$ cat src/rtl/rx_payload_enq_ctrl.sv
// rtl/rx_payload_enq_ctrl.sv - per-packet query/enqueue/result sequencer for the RX payload queue
module rx_payload_enq_ctrl #(
  parameter int FLOW_ID_W = 8,
  parameter int Q_SIZE_W  = 3,
  parameter int ENTRY_W   = 64,
  parameter int CNT_W     = 32
) (
  input  logic                 clk,
  input  logic                 rst,
  input  logic                 pkt_val,
  input  logic [FLOW_ID_W-1:0] pkt_flowid,
  input  logic [ENTRY_W-1:0]   pkt_data,
  output logic                 pkt_rdy,
  output logic                 q_full_req_val,
  output logic [FLOW_ID_W-1:0] q_full_req_flowid,
  input  logic                 q_full_req_rdy,
  input  logic                 q_full_resp_val,
  input  logic [Q_SIZE_W:0]    q_full_resp_tail_index,
  input  logic [Q_SIZE_W:0]    q_full_resp_head_index,
  output logic                 q_full_resp_rdy,
  output logic                 enqueue_pkt_req_val,
  output logic [FLOW_ID_W-1:0] enqueue_pkt_req_flowid,
  output logic [Q_SIZE_W:0]    enqueue_pkt_req_index,
  output logic [ENTRY_W-1:0]   enqueue_pkt_req_data,
  input  logic                 enqueue_pkt_req_rdy,
  output logic                 pkt_result_val,
  output logic [FLOW_ID_W-1:0] pkt_result_flowid,
  output logic                 pkt_result_dropped,
  input  logic                 pkt_result_rdy,
  output logic [CNT_W-1:0]     enq_cnt,
  output logic [CNT_W-1:0]     drop_cnt
);

  typedef enum logic [2:0] {
    S_IDLE,
    S_QUERY,
    S_WAIT,
    S_ENQ,
    S_RESULT
  } state_t;

  state_t state, state_nxt;

  logic [FLOW_ID_W-1:0] flowid_r;
  logic [ENTRY_W-1:0]   data_r;
  logic [Q_SIZE_W:0]    tail_r;
  logic [Q_SIZE_W:0]    occ;
  logic                 dropped_r;
  logic [CNT_W-1:0]     enq_cnt_r;
  logic [CNT_W-1:0]     drop_cnt_r;
  logic                 pkt_xfer, resp_xfer, enq_xfer;
  logic                 q_full;

  localparam logic [CNT_W-1:0] CNT_ONE = {{(CNT_W-1){1'b0}}, 1'b1};

  // Modular occupancy: MSB set means occ >= depth (full, or a corrupt pointer pair)
  assign occ    = q_full_resp_tail_index - q_full_resp_head_index;
  assign q_full = occ[Q_SIZE_W];

  assign pkt_xfer  = pkt_val & pkt_rdy;
  assign resp_xfer = q_full_resp_val & q_full_resp_rdy;
  assign enq_xfer  = enqueue_pkt_req_val & enqueue_pkt_req_rdy;

  assign q_full_req_flowid      = flowid_r;
  assign enqueue_pkt_req_flowid = flowid_r;
  assign enqueue_pkt_req_index  = tail_r;
  assign enqueue_pkt_req_data   = data_r;
  assign pkt_result_flowid      = flowid_r;
  assign pkt_result_dropped     = dropped_r;
  assign enq_cnt                = enq_cnt_r;
  assign drop_cnt               = drop_cnt_r;

  always_ff @(posedge clk) begin
    if (rst) state <= S_IDLE;
    else     state <= state_nxt;
  end

  // Handshake outputs are masked during reset so nothing transfers on that edge
  always_comb begin
    state_nxt           = state;
    pkt_rdy             = 1'b0;
    q_full_req_val      = 1'b0;
    q_full_resp_rdy     = 1'b0;
    enqueue_pkt_req_val = 1'b0;
    pkt_result_val      = 1'b0;
    if (!rst) begin
      case (state)
        S_IDLE: begin
          pkt_rdy = 1'b1;
          if (pkt_val) state_nxt = S_QUERY;
        end
        S_QUERY: begin
          q_full_req_val = 1'b1;
          if (q_full_req_rdy) state_nxt = S_WAIT;
        end
        S_WAIT: begin
          q_full_resp_rdy = 1'b1;
          if (q_full_resp_val) state_nxt = q_full ? S_RESULT : S_ENQ;
        end
        S_ENQ: begin
          enqueue_pkt_req_val = 1'b1;
          if (enqueue_pkt_req_rdy) state_nxt = S_RESULT;
        end
        S_RESULT: begin
          pkt_result_val = 1'b1;
          if (pkt_result_rdy) state_nxt = S_IDLE;
        end
        default: state_nxt = S_IDLE;
      endcase
    end
  end

  always_ff @(posedge clk) begin
    if (rst) begin
      flowid_r   <= '0;
      data_r     <= '0;
      tail_r     <= '0;
      dropped_r  <= 1'b0;
      enq_cnt_r  <= '0;
      drop_cnt_r <= '0;
    end else begin
      if (pkt_xfer) begin
        flowid_r <= pkt_flowid;
        data_r   <= pkt_data;
      end
      if (resp_xfer) begin
        tail_r <= q_full_resp_tail_index;
        if (q_full) begin
          dropped_r <= 1'b1;
          if (drop_cnt_r != '1) drop_cnt_r <= drop_cnt_r + CNT_ONE;
        end
      end
      if (enq_xfer) begin
        dropped_r <= 1'b0;
        if (enq_cnt_r != '1) enq_cnt_r <= enq_cnt_r + CNT_ONE;
      end
    end
  end

endmodule

$ cat config.mk
export PLATFORM = sky130hd
export DESIGN_NAME = rx_payload_enq_ctrl
export DESIGN_NICKNAME = d
export VERILOG_FILES = /design/src/rtl/rx_payload_enq_ctrl.sv
export SDC_FILE = /design/constraint.sdc
export NUM_CORES = 1
export LEC_CHECK = 0
export BUFFER_PORTS_ARGS = -buffer_cell sky130_fd_sc_hd__buf_4
export CORE_UTILIZATION = 51
export CTS_BUF_LIST = sky130_fd_sc_hd__clkbuf_8
export DETAILED_ROUTE_END_ITERATION = 6
export PLACE_DENSITY = 0.92
export SLEW_MARGIN = 5
export SYNTH_ARGS = -nofsm -noshare
export SYNTH_HDL_FRONTEND = slang
export SYNTH_SLANG_ARGS = --single-unit
export TNS_END_PERCENT = 5
$ cat constraint.sdc
create_clock -name clk -period 2.95 [get_ports clk]
set_input_delay 0.1475 -clock clk [delete_from_list [all_inputs] [get_ports clk]]
set_output_delay 0.1475 -clock clk [all_outputs]
set_load 0.01 [all_outputs]
Yosys cells after proc, flatten, opt, wreduce, memory -nomap -nowiden
Cells that the tools add are included.
{"block": "word_totals", "ff_bits": 144, "latchBits": 0, "ramBits": 0, "mem_bits_ro": 0, "inputBits": 87, "output_inout_bits": 162, "wordCells": 47, "memories": 0}
{"block": "op_classes", "n_addsub": 3, "n_mul": 0, "div_mod_pow": 0, "n_lt_le_gt_ge": 0, "eq_ne": 11, "shift": 0, "muxes": 17, "bitwise_logic": 3, "n_reduce_logical": 6}
{"cell": "$add 32x1->32 const B", "count": 2}
{"cell": "$ne 32x32->1 const B", "count": 2}
{"cell": "$mux 3", "count": 6}
{"cell": "$pmux 3 s5", "count": 1}
{"cell": "$mux 1", "count": 10}
{"cell": "$ne 2x2->1 const B", "count": 5}
{"cell": "$eq 3x2->1 const B", "count": 2}
{"cell": "$reduce_and 5->1", "count": 1}
{"cell": "$reduce_and 2->1", "count": 2}
{"cell": "$sub 4x4->4", "count": 1}
{"cell": "$and 1x1->1", "count": 3}
{"cell": "$eq 3x1->1 const B", "count": 1}
{"cell": "$eq 3x3->1 const B", "count": 1}
{"cell": "$logic_not 3->1", "count": 1}
{"cell": "$reduce_and 3->1", "count": 1}
{"cell": "$reduce_or 2->1", "count": 1}

Depth between registers and ports, before layout
{"block": "depth", "depth_word": 5, "ltp_mapped": 9, "depth_no_buf": 7}

Worst setup path before layout
Ideal clock, no wire load.
{"block": "synth_path", "kind": "flip-flop to flip-flop", "start": "register drop_cnt_r[0], in the netlist drop_cnt[0]", "end": "register drop_cnt_r[0], in the netlist drop_cnt[0]", "setup_ns": 0.101, "arrival_ns": 2.119, "required_time_ns": 2.849, "setup_slack_ns": 0.730, "path_stages_with_launch": 8, "path_buffers": 1, "period_less_slack_ns": 2.220, "cell_sequence": "dfxtp_1 -> ha_1 -> nand4_1 -> or4_1 -> nor3_1 -> clkbuf_1 -> o311ai_0 -> o41ai_1"}
{"block": "synth_between", "elab_chain_cells": 2, "word_cells_on_any_way": 3, "classes_between": "1 x add/sub; 1 x eq/ne; 1 x reduce/logical"}
{"element": "start: declaration", "line": "50", "rtl": "logic [CNT_W-1:0] drop_cnt_r;"}
{"element": "start signal: assignment", "line": "130", "rtl": "if (drop_cnt_r != '1) drop_cnt_r <= drop_cnt_r + CNT_ONE;"}
{"element": "branches (longest 2 deep; another with $add 32x1->32)"}
Parallel ways; which one is timed is not known.
A chain may end at the register's enable or synchronous reset.

Worst setup path after layout
{"block": "layout_path", "start": "register drop_cnt_r[3], in the netlist drop_cnt[3]", "end": "register drop_cnt_r[19], in the netlist drop_cnt[19]"}
The elaborated chain is that of the path after synthesis.

==> flow_metrics.tcl <==
set metrics [dict create \
    status "completed" \
    highest_layer "met4" \
    holdWs_ns 0.0377 \
    clk_pin_slew_ns 0.08 \
    drc_errors 0 \
    grt_max_degree 73 \
    start_kind "flip-flop" \
    critical_path.top_delay_family "simple AND/OR/NAND/NOR gates" \
    met2_length_mm 11.7 \
    synth-seq-cells 144 \
    grt_pass1_vias 7376 \
    grt_pass1_wl_mm 37.7 \
    rsz0062_at_grt "false" \
    setup_viol 0 \
    fmax_mhz 374 \
    p_per_area_mw_per_mm2 493 \
    synth.most_common_cell "nand2_1" \
    drt-initial-drc-count 852 \
    area_growth_pct 48.7 \
    synth_fp_nets 885 \
    io_buffers 248 \
    path_max_fanout 9 \
    grt_use_total_pct 37.2 \
    tightest_slew_ns 0.798 \
    synth_area_leaders "dfxtp_1, nand2_1, nand3_1" \
    cts_tree "done" \
    tns_ns 0 \
    grt_overflow 0 \
    crit_slowest_cell "nor4_2" \
    seqCellArea_sq_mm 0.00288 \
    fillers 734 \
    cts_made_buffers 17 \
    cp_num_buf_inv 0 \
    routed_wl_mm 24.5 \
    hpwl_mm 13.8 \
    avgSynthCellArea_sq_um 8.08 \
    async_reset_ff_share_pct 0 \
    cts_root_buffer "clkbuf_8" \
    synthCells 794 \
    synth_common_cells "nand2_1, dfxtp_1, nand3_1" \
    rows 40 \
    yosys_warnings 0 \
    synth_top_area_share_pct 44.9 \
    ir_drop_mv 0.463 \
    dr.pass1.iters 6 \
    num_vias 7715 \
    cp.arrival_ns 3.06 \
    multi_input_area_sq_mm 0.00319 \
    yosysTopAreaCell "dfxtp_1" \
    min_period_over_period_pct 90.7 \
    synth_ff_type "dfxtp_1" \
    maxSlewHeadroom_pct 45.9 \
    die_w_microns 114 \
    drv_cap 0 \
    worst-setup-path-type "flip-flop to flip-flop" \
    viasPerCell 6.08 \
    period_minus_slack_ns 2.68 \
    core_area_sq_mm 0.0122 \
    drive_above_1_share_pct 28.7 \
    cts.sinks 144 \
    endpoint_kind "flip-flop" \
    final_hold_viol_count 0 \
    clockBufferDepth 2 \
    wl_met1_mm 8.99 \
    clk_latency_ns 0.47 \
    synth_edf_count 0 \
    path_cells "nand3_1 -> nor4_2 -> o311ai_1 -> or4_1 -> a21oi_1" \
    ys_types 54 \
    seq_area_frac_synth_pct 44.9 \
    h-tree-depth 4 \
    die_y_microns 114 \
    cpPeakStageDelay_ns 0.76 \
    leakagePower_uw 0.00421 \
    antenna_found_initial 0 \
    place_congestion 0.867 \
    drt-wirelength-per-cell_microns 19.3 \
    wl_met3_mm 2.31 \
    hp-class "input pin to flip-flop" \
    nets 1178 \
    drtAntennaViolNets 0 \
    pin_count 249 \
    die_area_sq_mm 0.0130 \
    required_ns 3.34 \
    skew_ns 0.0121 \
    slew_viol_final 0 \
    start_util_pct 52.8 \
    syn_area_sq_mm 0.00642 \
]
[tightest hold or removal path, delay by kind of cell]
family                 cells  cell delay [ns]
AOI/OAI and AO/OA          3             0.21
buffers and inverters      1             0.10
[stage by stage]
stage | setup WS, ns | utilization (%) | total power [uW] | cell area (sq um) | std cells
2_1_floorplan | 0.730 | - | 2480 | 6420 | 794
3_3_place_gp | 0.278 | 68.5 | 2830 | 8330 | 1158
5_1_grt | 0.0942 | 78.4 | 4830 | 9540 | 1268
6_report | 0.275 | 78.5 | 4700 | 9540 | 1269
4_1_cts | 0.165 | 78.4 | 4610 | 9540 | 1268
3_5_place_dp | 0.238 | 68.5 | 2840 | 8330 | 1158
[logic make-up (layout without fill, tap and decap cells)]
group,Yosys count,in the layout,share of synthesized area (%)
AND/OR/NAND/NOR,424,424,33.2
flip-flops,144,144,44.9
AO/OA/AOI/OAI,129,129,13.0
buffers and inverters,78,384,5.65
multiplexers,9,9,1.54
XOR/XNOR,6,6,0.819
adder cells (fa/ha/maj),4,4,0.780
other,0,1,0
[power by group]
| part | switching (uW) | internal, uW | leakage, uW |
|---|---|---|---|
| Combinational | 440 | 385 | 0.00281 |
| Clock | 782 | 954 | 0.000228 |
| Sequential | 88.8 | 2050 | 0.00117 |
[cell usage in the layout, fill, tap and decap left out, types with 9 or more instances in the layout]
cell           count
o21ai_0           14
dfxtp_1          144
or4_1             29
dlygate4sd3_1     78
or3_1             14
nand2_1          178
inv_1             12
and4_1            13
nor2_1            21
a21oi_1           52
and3_1             9
o31ai_1           30
clkbuf_8          19
nand4_1           20
buf_4            261
nand3_1           96
[layout make-up]
class | count | share of cell area [%]
Antenna cell | 1 | 0.0262
Clock buffer | 19 | 2.74
Clock inverter | 13 | 1.77
Inverter | 11 | 0.433
Multi-Input combinational cell | 572 | 33.5
Sequential cell | 144 | 30.2
Tap cell | 168 | 2.20
Timing Repair Buffer | 341 | 29.1
[layer usage]
metal  vias up  track usage [%]
met2       501             60.5
li1       3450                -
met1      3617             42.4
met4         0             24.2
met3       147             11.3
met5         -                0
[worst paths after layout]
check	depth (start not counted)	startpoint	to	slack [ns]
max	5	drop_cnt[3]	drop_cnt[19]	0.27
max reg2reg	5	drop_cnt[3]	drop_cnt[19]	0.27
min reg2reg	2	enqueue_pkt_req_data[52]	enqueue_pkt_req_data[52]	0.46
min	4	enqueue_pkt_req_rdy	state[0]	0.04
[state kept, by name, summed over array words and instances, names as in the netlist]
signal                  count
drop_cnt                   32
enq_cnt                    32
enqueue_pkt_req_data       64
enqueue_pkt_req_flowid      8
enqueue_pkt_req_index       4
pkt_result_dropped          1
state                       3
[timing repair]
item | CTS | global route
endpoints found under the setup margin | 0 | 2
buffers inserted | 0 | 0
hold buffers | 78 | 0
endpoints found under the hold margin | 78 | 0
resized for setup | 0 | 1
(Power assumes the default switching activity.)
